$ cat config.mk
export PLATFORM = sky130hd
export DESIGN_NAME = bresenham_arbiter
export DESIGN_NICKNAME = d
export VERILOG_FILES = /design/src/rtl/bresenham_arbiter.sv
export SDC_FILE = /design/constraint.sdc
export NUM_CORES = 1
export LEC_CHECK = 0
export ABC_CLOCK_PERIOD_IN_PS = 4800
export BUFFER_PORTS_ARGS = -buffer_cell sky130_fd_sc_hd__buf_4
export CAP_MARGIN = 10
export CORE_MARGIN = 2
export CORE_UTILIZATION = 35
export CTS_CLUSTER_SIZE = 14
export DETAILED_ROUTE_END_ITERATION = 16
export PLACE_DENSITY_LB_ADDON = 0.25
export SKIP_CTS_REPAIR_TIMING = 1
export SLEW_MARGIN = 40
export SYNTH_ARGS = -nofsm -noshare
export SYNTH_HDL_FRONTEND = slang
export SYNTH_SLANG_ARGS = --single-unit
$ cat constraint.sdc
create_clock -name clk -period 4.8 [get_ports clk]
set_input_delay 0.48 -clock clk [delete_from_list [all_inputs] [get_ports clk]]
set_output_delay 0.48 -clock clk [all_outputs]
set_load 0.02 [all_outputs]
$ cat src/rtl/bresenham_arbiter.sv
// Round-robin front end for the shared Bresenham line engine: grants one
// requester at a time, latches its endpoints and waits for draw_done or a watchdog.
module bresenham_arbiter_port #(
   parameter int OW  = 2,
   parameter int IDX = 0
) (
   input  logic [OW-1:0] owner,
   input  logic          issue,
   input  logic          retire,
   output logic          gnt,
   output logic          done
);
   logic hit;
   assign hit  = (owner == OW'(IDX));
   assign gnt  = issue & hit;
   assign done = retire & hit;
endmodule

module bresenham_arbiter #(
   parameter int NUM_REQ = 4,
   parameter int TIMEOUT = 512
) (
   input  logic                       clk,
   input  logic                       rst,
   input  logic [NUM_REQ-1:0]         req,
   input  logic [NUM_REQ-1:0][31:0]   req_coords,
   output logic [NUM_REQ-1:0]         gnt,
   output logic [NUM_REQ-1:0]         done,
   output logic                       err,
   output logic                       busy,
   output logic [$clog2(NUM_REQ)-1:0] owner,
   output logic [7:0]                 x0,
   output logic [7:0]                 y0,
   output logic [7:0]                 x1,
   output logic [7:0]                 y1,
   output logic                       draw_en,
   input  logic                       draw_done
);
   localparam int OW = $clog2(NUM_REQ);
   localparam int CW = $clog2(TIMEOUT);

   typedef enum logic [1:0] {IDLE, ISSUE, WAIT, RETIRE} state_t;

   state_t          state, state_nx;
   logic [OW-1:0]   last_owner;
   logic [OW-1:0]   win, cand;
   logic            win_vld;
   logic [CW-1:0]   cnt;
   logic            to_flag;
   logic            cnt_last;

   // Walk downward so the candidate closest after last_owner is assigned last and wins.
   always_comb begin
      win     = '0;
      win_vld = 1'b0;
      cand    = '0;
      for (int i = NUM_REQ; i >= 1; i--) begin
         cand = OW'((int'(last_owner) + i) % NUM_REQ);
         if (req[cand]) begin
            win     = cand;
            win_vld = 1'b1;
         end
      end
   end

   // The RETIRE cycle lands exactly TIMEOUT cycles after ISSUE.
   assign cnt_last = (cnt == CW'(TIMEOUT - 2));

   always_comb begin
      state_nx = state;
      case (state)
         IDLE:    if (win_vld) state_nx = ISSUE;
         ISSUE:   state_nx = WAIT;
         WAIT:    if (draw_done || cnt_last) state_nx = RETIRE;
         RETIRE:  state_nx = IDLE;
         default: state_nx = IDLE;
      endcase
   end

   always_ff @(posedge clk) begin
      if (rst) begin
         state      <= IDLE;
         owner      <= '0;
         last_owner <= OW'(NUM_REQ - 1);
         {x0, y0, x1, y1} <= '0;
         cnt        <= '0;
         to_flag    <= 1'b0;
      end else begin
         state <= state_nx;
         case (state)
            IDLE: if (win_vld) begin
               owner            <= win;
               {x0, y0, x1, y1} <= req_coords[win];
            end
            ISSUE: cnt <= '0;
            WAIT: begin
               if (draw_done)     to_flag <= 1'b0;
               else if (cnt_last) to_flag <= 1'b1;
               else               cnt     <= cnt + 1'b1;
            end
            RETIRE: last_owner <= owner;
            default: ;
         endcase
      end
   end

   assign busy    = (state != IDLE);
   assign draw_en = (state == ISSUE);
   assign err     = (state == RETIRE) & to_flag;

   for (genvar g = 0; g < NUM_REQ; g++) begin : g_port
      bresenham_arbiter_port #(.OW(OW), .IDX(g)) u_port (
         .owner  (owner),
         .issue  (state == ISSUE),
         .retire (state == RETIRE),
         .gnt    (gnt[g]),
         .done   (done[g])
      );
   end
endmodule

Yosys cells after proc, flatten, opt, wreduce, memory -nomap -nowiden. Index checks and enable logic that the tools add are counted.

Eq/ne operators: 11. Add/sub/neg operators: 5. $lt $le $gt $ge: 5. Multiplexer cells: 26. Bitwise operators: 9. Reductions and logical operators: 10.

Operators with widths (count): binary-select mux 32 bit (select 2 bit) (1); two-way mux 32 bit (1); two-way mux 9 bit (2); case mux 9 bit (2 select lines) (1); < comparator 2 x 3 -> 1 bit, second input constant (5); two-way mux 2 bit (6); two-way mux 1 bit (10); adder 9 x 1 -> 9 bit, second input constant (1); bitwise AND 1 bit (9); == test 9 bit, second input constant (1); binary-select mux 1 bit (select 2 bit) (4); == test 2 bit, second input constant (4); != test 2 bit, second input constant (4); case mux 2 bit (4 select lines) (1); AND reduction 2 bit (3); nonzero test 2 bit (3); adder 2 x 1 -> 2 bit, second input constant (2); adder 2 bit, second input constant (2); == test 2 x 1 -> 1 bit, second input constant (2); logical NOT 2 bit (2); AND reduction 3 bit (1); logical OR 1 bit (1).

Word-level logic and storage cells: 75. Register bits: 48.

Longest topological paths before layout. Gate-level depths: netlist of run 1.

Depth after elaboration: 9. Mapped depth: 8. Gate-level depth less buffers: 7.

Modules after synthesis. A second synthesis of run 1 with hierarchy kept.

Cell total of the unflattened synthesis: 369. Area, all modules: 3238.1 um^2.

Modules (own cells, without submodules): bresenham_arbiter (times used 1, cells an instance 361, sequential area each 960.9 um^2, area an instance 3175.5 um^2); bresenham_arbiter_port at g_port[1].u_port ... (times used 2, cells an instance 2, sequential area each 0.0 um^2, area an instance 17.5 um^2); bresenham_arbiter_port at g_port[0].u_port (times used 1, cells an instance 2, sequential area each 0.0 um^2, area an instance 15.0 um^2); bresenham_arbiter_port at g_port[3].u_port (times used 1, cells an instance 2, sequential area each 0.0 um^2, area an instance 12.5 um^2).

Worst setup path after synthesis of run 1. No wires, ideal clock.

Path kind: reg2reg. Start point: register state[0]. End point: register x0[0]. Required time: 4.717 ns. Stages on the path, launching flop included: 9. Buffers on the path: 1. Path slack: 3.197 ns. Arrival: 1.521 ns. Library setup time: 0.083 ns. Cells stage by stage: dfxtp_1 -> inv_1 -> ha_1 -> inv_2 -> or3_1 -> inv_2 -> nand2_1 -> buf_2 -> o221ai_1.

Cells in the longest elaborated chain, start to end: 2.

Ends and longest elaborated chain: start, declared (RTL line 44) `state_t state, state_nx;`; start signal, assigned (RTL line 89) `state <= state_nx;`; logical NOT 2 bit (RTL line 90) `case (state)`; AND reduction 2 bit (no source line); end signal, assigned (RTL line 93) `{x0, y0, x1, y1} <= req_coords[win];`; end, declared (RTL line 32) `output logic [7:0] x0,`.

Every way passes these cells. A chain may end at the register's enable or synchronous reset.

Final worst setup path of run 1.
Start point: register state[0]. End point: register x0[2].

The elaborated chain is that of the path after synthesis.

==> results of run 1 <==
## sequential cells by signal (all words and copies together) (netlist names)
| name | count |
|---|---|
| cnt | 9 |
| x0 | 8 |
| x1 | 8 |
| y0 | 8 |
| y1 | 8 |
| last_owner | 2 |
| owner | 2 |
| state | 2 |
| to_flag | 1 |
## critical path: stages, from the launching register on
cell      delay, ns
dfxtp_1        0.34
inv_1          0.10
ha_1           0.20
inv_2          0.05
or3_1          0.38
inv_2          0.09
nand2_2        0.38
o221ai_1       0.33
## cells by family (layout without fill, tap and decap cells)
kind of cell | count (synthesis) | after routing
AOI/OAI and AO/OA | 55 | 55
and+or+nand+nor | 87 | 87
adders and majority gates | 6 | 6
DFF | 48 | 48
muxes | 67 | 67
xor gates and xnor gates | 5 | 5
buffers and inverters | 37 | 199
## final cells by class
type	instances	area, um^2	share of cell area [%]
multi-input combinational	220	1650	38.8
inverter	9	33.8	0.794
sequential	48	961	22.6
tap	105	131	3.09
timing repair buffer	182	1370	32.1
clock buffer	5	68.8	1.62
clock inverter	3	42.5	1.00
## cells in the final DEF, fill, tap and decap left out, drive strengths merged, types with 2 or more instances in the layout
| cell | netlist | layout |
|---|---|---|
| a211oi | 5 | 5 |
| and2 | 2 | 2 |
| nor2 | 19 | 19 |
| inv | 9 | 9 |
| ha | 6 | 6 |
| nor3b | 2 | 2 |
| nand2b | 4 | 4 |
| a21oi | 8 | 8 |
| o21ai | 4 | 4 |
| nand3 | 3 | 3 |
| dfxtp | 48 | 48 |
| nand2 | 41 | 41 |
| buf | 24 | 182 |
| nand4 | 2 | 2 |
| clkbuf | 4 | 5 |
| nor2b | 3 | 3 |
| and3b | 4 | 4 |
| mux2i | 67 | 67 |
| a31oi | 2 | 2 |
| a21boi | 2 | 2 |
| and3 | 3 | 3 |
| or3 | 2 | 2 |
| xnor2 | 5 | 5 |
| o221ai | 32 | 32 |
## layer usage
layer,up-vias,global-route usage (%),wire [um]
met3,4,5.03,783
met1,1313,20.8,3400
met4,0,3.62,40
met2,121,32.3,4380
li1,1431,-,-
met5,-,0,0
## cell usage after synthesis (all sizes together)
cell type and instances:
a211oi 5, a21boi 2, a21oi 8, a31oi 2, and2 2, and3 3
and3b 4, buf 24, clkbuf 4, dfxtp 48, ha 6, inv 9
mux2i 67, nand2 41, nand2b 4, nand3 3, nand4 2, nor2 19
nor2b 3, nor3b 2, nor4 1, o211ai 1, o21ai 4, o221ai 32
o22ai 1, or3 2, or4 1, xnor2 5
## worst paths after layout
| path | endpoint | slack (ns) |
|---|---|---|
| worst max-delay path | x0[2]$_SDFFE_PP0P_ | 2.82 |
| worst min-delay path | to_flag$_SDFFE_PP0P_ | 0.37 |
| worst max register to register | x0[2]$_SDFFE_PP0P_ | 2.82 |
| worst min register to register | y1[3]$_SDFFE_PP0P_ | 0.47 |
## metrics by stage
step | total power, uW | worst slack (ns) | instances | hold slack [ns] | util (%)
after floorplan | 1210 | 3.20 | 305 | 0.463 | -
after global placement | 1510 | 2.31 | 564 | 0.443 | 51.1
after detailed placement | 1530 | 2.59 | 564 | 0.453 | 51.2
after CTS | 1830 | 2.78 | 572 | 0.363 | 52.6
after global routing | 1920 | 2.64 | 572 | 0.359 | 52.6
final | 1810 | 2.82 | 572 | 0.375 | 52.6
## power groups by stage
stage          Combinational [uW]  Sequential [uW]  Clock [uW]
3_3_place_gp                  912              601           0
2_1_floorplan                 491              721           0
6_report                      917              598         293
5_1_grt                       987              616         320
3_5_place_dp                  927              607           0
4_1_cts                       928              598         306
==> flow_metrics.env, run 1 <==
export IMPL_outcome="finished, final reports clean"
export IMPL_ys_ff_latch=48
export IMPL_drc=0
export IMPL_power_frac_clock_pct=16.2
export IMPL_ys_warn_count=0
export IMPL_cp_required_ns=5.00
export IMPL_ctsHtreeMaxLevel=2
export IMPL_tightest_slew_ns=0.660
export IMPL_place_gp_congestion=0.775
export IMPL_nFillCells=785
export IMPL_switching_share_pct=39.9
export IMPL_clock_sink_count=48
export IMPL_skew_ns=0.0151
export IMPL_pwr_share_seq_pct=33.1
export IMPL_cts_root_buf="clkbuf_8"
export IMPL_rsz0062_at_grt="no"
export IMPL_finalWirelength_mm=8.60
export IMPL_synthMuxAreaShare_pct=23.3
export IMPL_cp_start_kind="flop"
export IMPL_grt_pass1_vias=2655
export IMPL_grt_start_max_net_pins=37
export IMPL_core_mm2=0.00809
export IMPL_min_path_cells=2
export IMPL_drive_gt1_share_pct=42.6
export IMPL_crit_start="state[0]$_SDFFE_PP0P_"
export IMPL_ir_drop_uv=155
export IMPL_design_area_mm2=0.00425
export IMPL_drtPass1Iterations=4
export IMPL_worstPathMaxFanout=32
export IMPL_dpl_hpwl_mm=6.58
export IMPL_syn_area_mm2=0.00288
export IMPL_ant_nets=0
export IMPL_first_iter_violations=51
export IMPL_gr_usage_all_layers_pct=17.8
export IMPL_synth_top_family_by_area="multiplexers"
export IMPL_synth_simple_area_share_pct=14.7
export IMPL_yosys_area_top_type="dfxtp_1"
export IMPL_hp_start="draw_done"
export IMPL_overflow=0
export IMPL_hold_viol=0
export IMPL_num_antenna_cells=0
export IMPL_clock_path_buffers=2
export IMPL_rr_startpoint="state[0]$_SDFFE_PP0P_"
export IMPL_clk_pin_slew_ns=0.09
export IMPL_period_needed_ns=1.98
export IMPL_tns_ns=0
export IMPL_worstPathArrival_ns=2.18
export IMPL_power_switching_uw=721
export IMPL_critPathCaptureType="flop"
export IMPL_vias_per_cell=5.02
export IMPL_syn_num_nets=446
export IMPL_boundaryPins=180
export IMPL_yosysTopAreaCellShare_pct=33.3
export IMPL_vias=2869
export IMPL_placed_cell_area_mm2=0.00414
export IMPL_p_comb_share_pct=50.7
export IMPL_p_leak_uw=0.00194
export IMPL_reg2reg_depth=7
export IMPL_synth_avg_cell_area_um2=9.45
export IMPL_post_drt_wl_per_cell_um=15.0
export IMPL_cts_made_buffers=5
export IMPL_die_y_um=94.8
export IMPL_powerDensity_mw_per_mm2=425
export IMPL_fin_crit_sh_pct=41.2
export IMPL_initial_core_util_pct=35.6
export IMPL_relSlewSlack_pct=55.8
export IMPL_ys_types=38
export IMPL_synthTopCellsByArea="dfxtp_1 33%, mux2i_1 23%, o221ai_1 9.7%, nand2_1 5.3%, buf_12 4.2%"
export IMPL_dieArea_mm2=0.00898
export IMPL_maxSlewViolCount=0
export IMPL_intPower_uw=1090
export IMPL_netlist_instances=305
export IMPL_grt_pass1_wl_mm=12.7
export IMPL_setup_viol=0
export IMPL_synth_xor_area_share_pct=1.52
export IMPL_maxCapViolations=0
export IMPL_crit_type="flop to flop"
export IMPL_yosysSeqAreaShare_pct=33.3
export IMPL_syn_to_final_growth_pct=47.5
export IMPL_die_w_um=94.8
export IMPL_synth_compound_area_share_pct=14.8
export IMPL_cts_tree="built"
export IMPL_timing_fmax_ghz=0.505
export IMPL_num_rows=33
export IMPL_fin_nets=607
export IMPL_synthAdderAreaFrac_pct=2.60
export IMPL_worstHoldPathType="input port to flop"
export IMPL_antenna_found_initial=0
export IMPL_portBuffers=179
export IMPL_clk_latency_ns=0.31
No activity file was read; power rests on OpenSTA's default activity.
==> run 2: changes to the inputs <==
--- a/config.mk
+++ b/config.mk
@@ -5,7 +5,7 @@
 export SDC_FILE = /design/constraint.sdc
 export NUM_CORES = 1
 export LEC_CHECK = 0
-export ABC_CLOCK_PERIOD_IN_PS = 4800
+export ABC_CLOCK_PERIOD_IN_PS = 1850
 export BUFFER_PORTS_ARGS = -buffer_cell sky130_fd_sc_hd__buf_4
 export CAP_MARGIN = 10
 export CORE_MARGIN = 2
==> constraint.sdc (replaced) <==
create_clock -name clk -period 1.85 [get_ports clk]
set_input_delay 0.185 -clock clk [delete_from_list [all_inputs] [get_ports clk]]
set_output_delay 0.185 -clock clk [all_outputs]
set_load 0.02 [all_outputs]
==> flow_metrics.env, run 2 (same netlist as run 1, synthesis figures left out) <==
export IMPL_final_common_cell="buf_4"
export IMPL_p_leak_uw=0.00198
export IMPL_worstHoldPathType="input port to flop"
export IMPL_die_w_um=94.8
export IMPL_initial_core_util_pct=35.6
export IMPL_dieArea_mm2=0.00898
export IMPL_setup_viol=0
export IMPL_fin_nets=614
export IMPL_timing_fmax_ghz=0.578
export IMPL_gr_usage_all_layers_pct=17.5
export IMPL_cp_start_kind="flop"
export IMPL_final_cells=579
export IMPL_cts_made_buffers=5
export IMPL_design_area_mm2=0.00436
export IMPL_cp_slowest_cell="or3_1"
export IMPL_hold_viol=0
export IMPL_ir_drop_uv=515
export IMPL_power_uw=4730
export IMPL_grt_pass1_vias=2621
export IMPL_powerDensity_mw_per_mm2=1090
export IMPL_tns_ns=0
export IMPL_regMostFlops="cnt"
export IMPL_clock_path_buffers=2
export IMPL_finalWirelength_mm=8.52
export IMPL_maxCapViolations=0
export IMPL_first_iter_violations=53
export IMPL_drive_gt1_share_pct=44.3
export IMPL_grt_pass1_wl_mm=12.5
export IMPL_rsz0062_at_grt="no"
export IMPL_fin_crit_sh_pct=93.5
export IMPL_clk_latency_ns=0.30
export IMPL_boundaryPins=180
export IMPL_die_y_um=94.8
export IMPL_worstPathMaxFanout=16
export IMPL_core_mm2=0.00809
export IMPL_crit_chain="inv_2, ha_2, inv_2, or3_1, inv_2, buf_4, nand2b_4, o221ai_1"
export IMPL_outcome="finished, final reports clean"
export IMPL_whs_ns=0.0766
export IMPL_period_needed_ns=1.73
export IMPL_num_antenna_cells=0
export IMPL_antenna_found_initial=0
export IMPL_place_gp_congestion=0.770
export IMPL_grt_start_max_net_pins=34
export IMPL_dpl_hpwl_mm=6.48
export IMPL_layout_common_cells="184 x buf_4, 67 x mux2i_1, 48 x dfxtp_1"
export IMPL_cts_tree="built"
export IMPL_clk_pin_slew_ns=0.10
export IMPL_cts_root_buf="clkbuf_8"
export IMPL_ctsHtreeMaxLevel=2
export IMPL_syn_to_final_growth_pct=51.2
export IMPL_largest_reg_flops=9
export IMPL_cp_required_ns=2.08
export IMPL_critPathCaptureType="flop"
export IMPL_max_stage_delay_ns=0.37
export IMPL_ant_nets=0
export IMPL_relSlewSlack_pct=74.9
export IMPL_portBuffers=179
export IMPL_nFillCells=772
export IMPL_placed_cell_area_mm2=0.00421
export IMPL_drc=0
export IMPL_worstPathArrival_ns=1.96
export IMPL_dp_cells=569
export IMPL_maxSlewViolCount=0
export IMPL_post_drt_wl_per_cell_um=14.7
export IMPL_tightest_slew_ns=0.376
export IMPL_clock_sink_count=48
export IMPL_vias=2918
export IMPL_crit_type="flop to flop"
export IMPL_cp_common_cell="inv_2"
export IMPL_skew_ns=0.00922
export IMPL_vias_per_cell=5.04
export IMPL_num_rows=33
export IMPL_drtPass1Iterations=5
export IMPL_overflow=0
run 2: layout make-up:
cell class / instances / area [um^2] / share of cell area [%]
Clock buffer: 5 / 68.8 / 1.58
Clock inverter: 3 / 23.8 / 0.545
Inverter: 9 / 33.8 / 0.775
Multi-Input combinational cell: 221 / 1680 / 38.6
Sequential cell: 48 / 961 / 22.0
Tap cell: 105 / 131 / 3.01
Timing Repair Buffer: 188 / 1460 / 33.4
run 2: report_power, final:
group	internal, uW	switching [uW]	total (uW)	leakage, uW
clock	268	377	645	0.0000404
sequential	1350	203	1550	0.000394
combinational	1190	1340	2540	0.00154
total	2810	1920	4730	0.00198
run 2: path summary, 6_finish.rpt:
check | from | to | slack (ns) | cells past startpoint
setup / recovery | state[0]$_SDFFE_PP0P_ | y0[0]$_SDFFE_PP0P_ | 0.12 | 8
hold / removal | draw_done | to_flag$_SDFFE_PP0P_ | 0.08 | 2
setup reg to reg | state[0]$_SDFFE_PP0P_ | y0[0]$_SDFFE_PP0P_ | 0.12 | 8
hold reg to reg | x1[7]$_SDFFE_PP0P_ | x1[7]$_SDFFE_PP0P_ | 0.47 | 2
run 2: worst max-delay path: cells and delay by family, from the launching register on:
family,cells,cell delay (ns)
AND/OR/NAND/NOR,2,0.52
flip-flops,1,0.35
buffers and inverters,4,0.35
AO/OA/AOI/OAI,1,0.23
adder cells (fa/ha/maj),1,0.19
run 2: per-layer routing:
metal  routed length [um]  part of all wire [%]  track usage, %  vias to the layer above
met2                 4330                    51            31.4                      112
li1                     -                     -               -                     1447
met4                   79                  0.93            4.23                        0
met3                  733                   8.6            4.55                       12
met5                    0                     0               0                        -
met1                 3380                    40            20.8                     1347
run 2: through the flow:
| step | setup slack (ns) | utilization [%] |
|---|---|---|
| floorplan | 0.247 | - |
| global placement | 0.101 | 52.1 |
| detailed placement | 0.00879 | 52.1 |
| CTS | -0.0197 | 53.2 |
| global route | 0.0213 | 53.9 |
| finish | 0.120 | 53.9 |
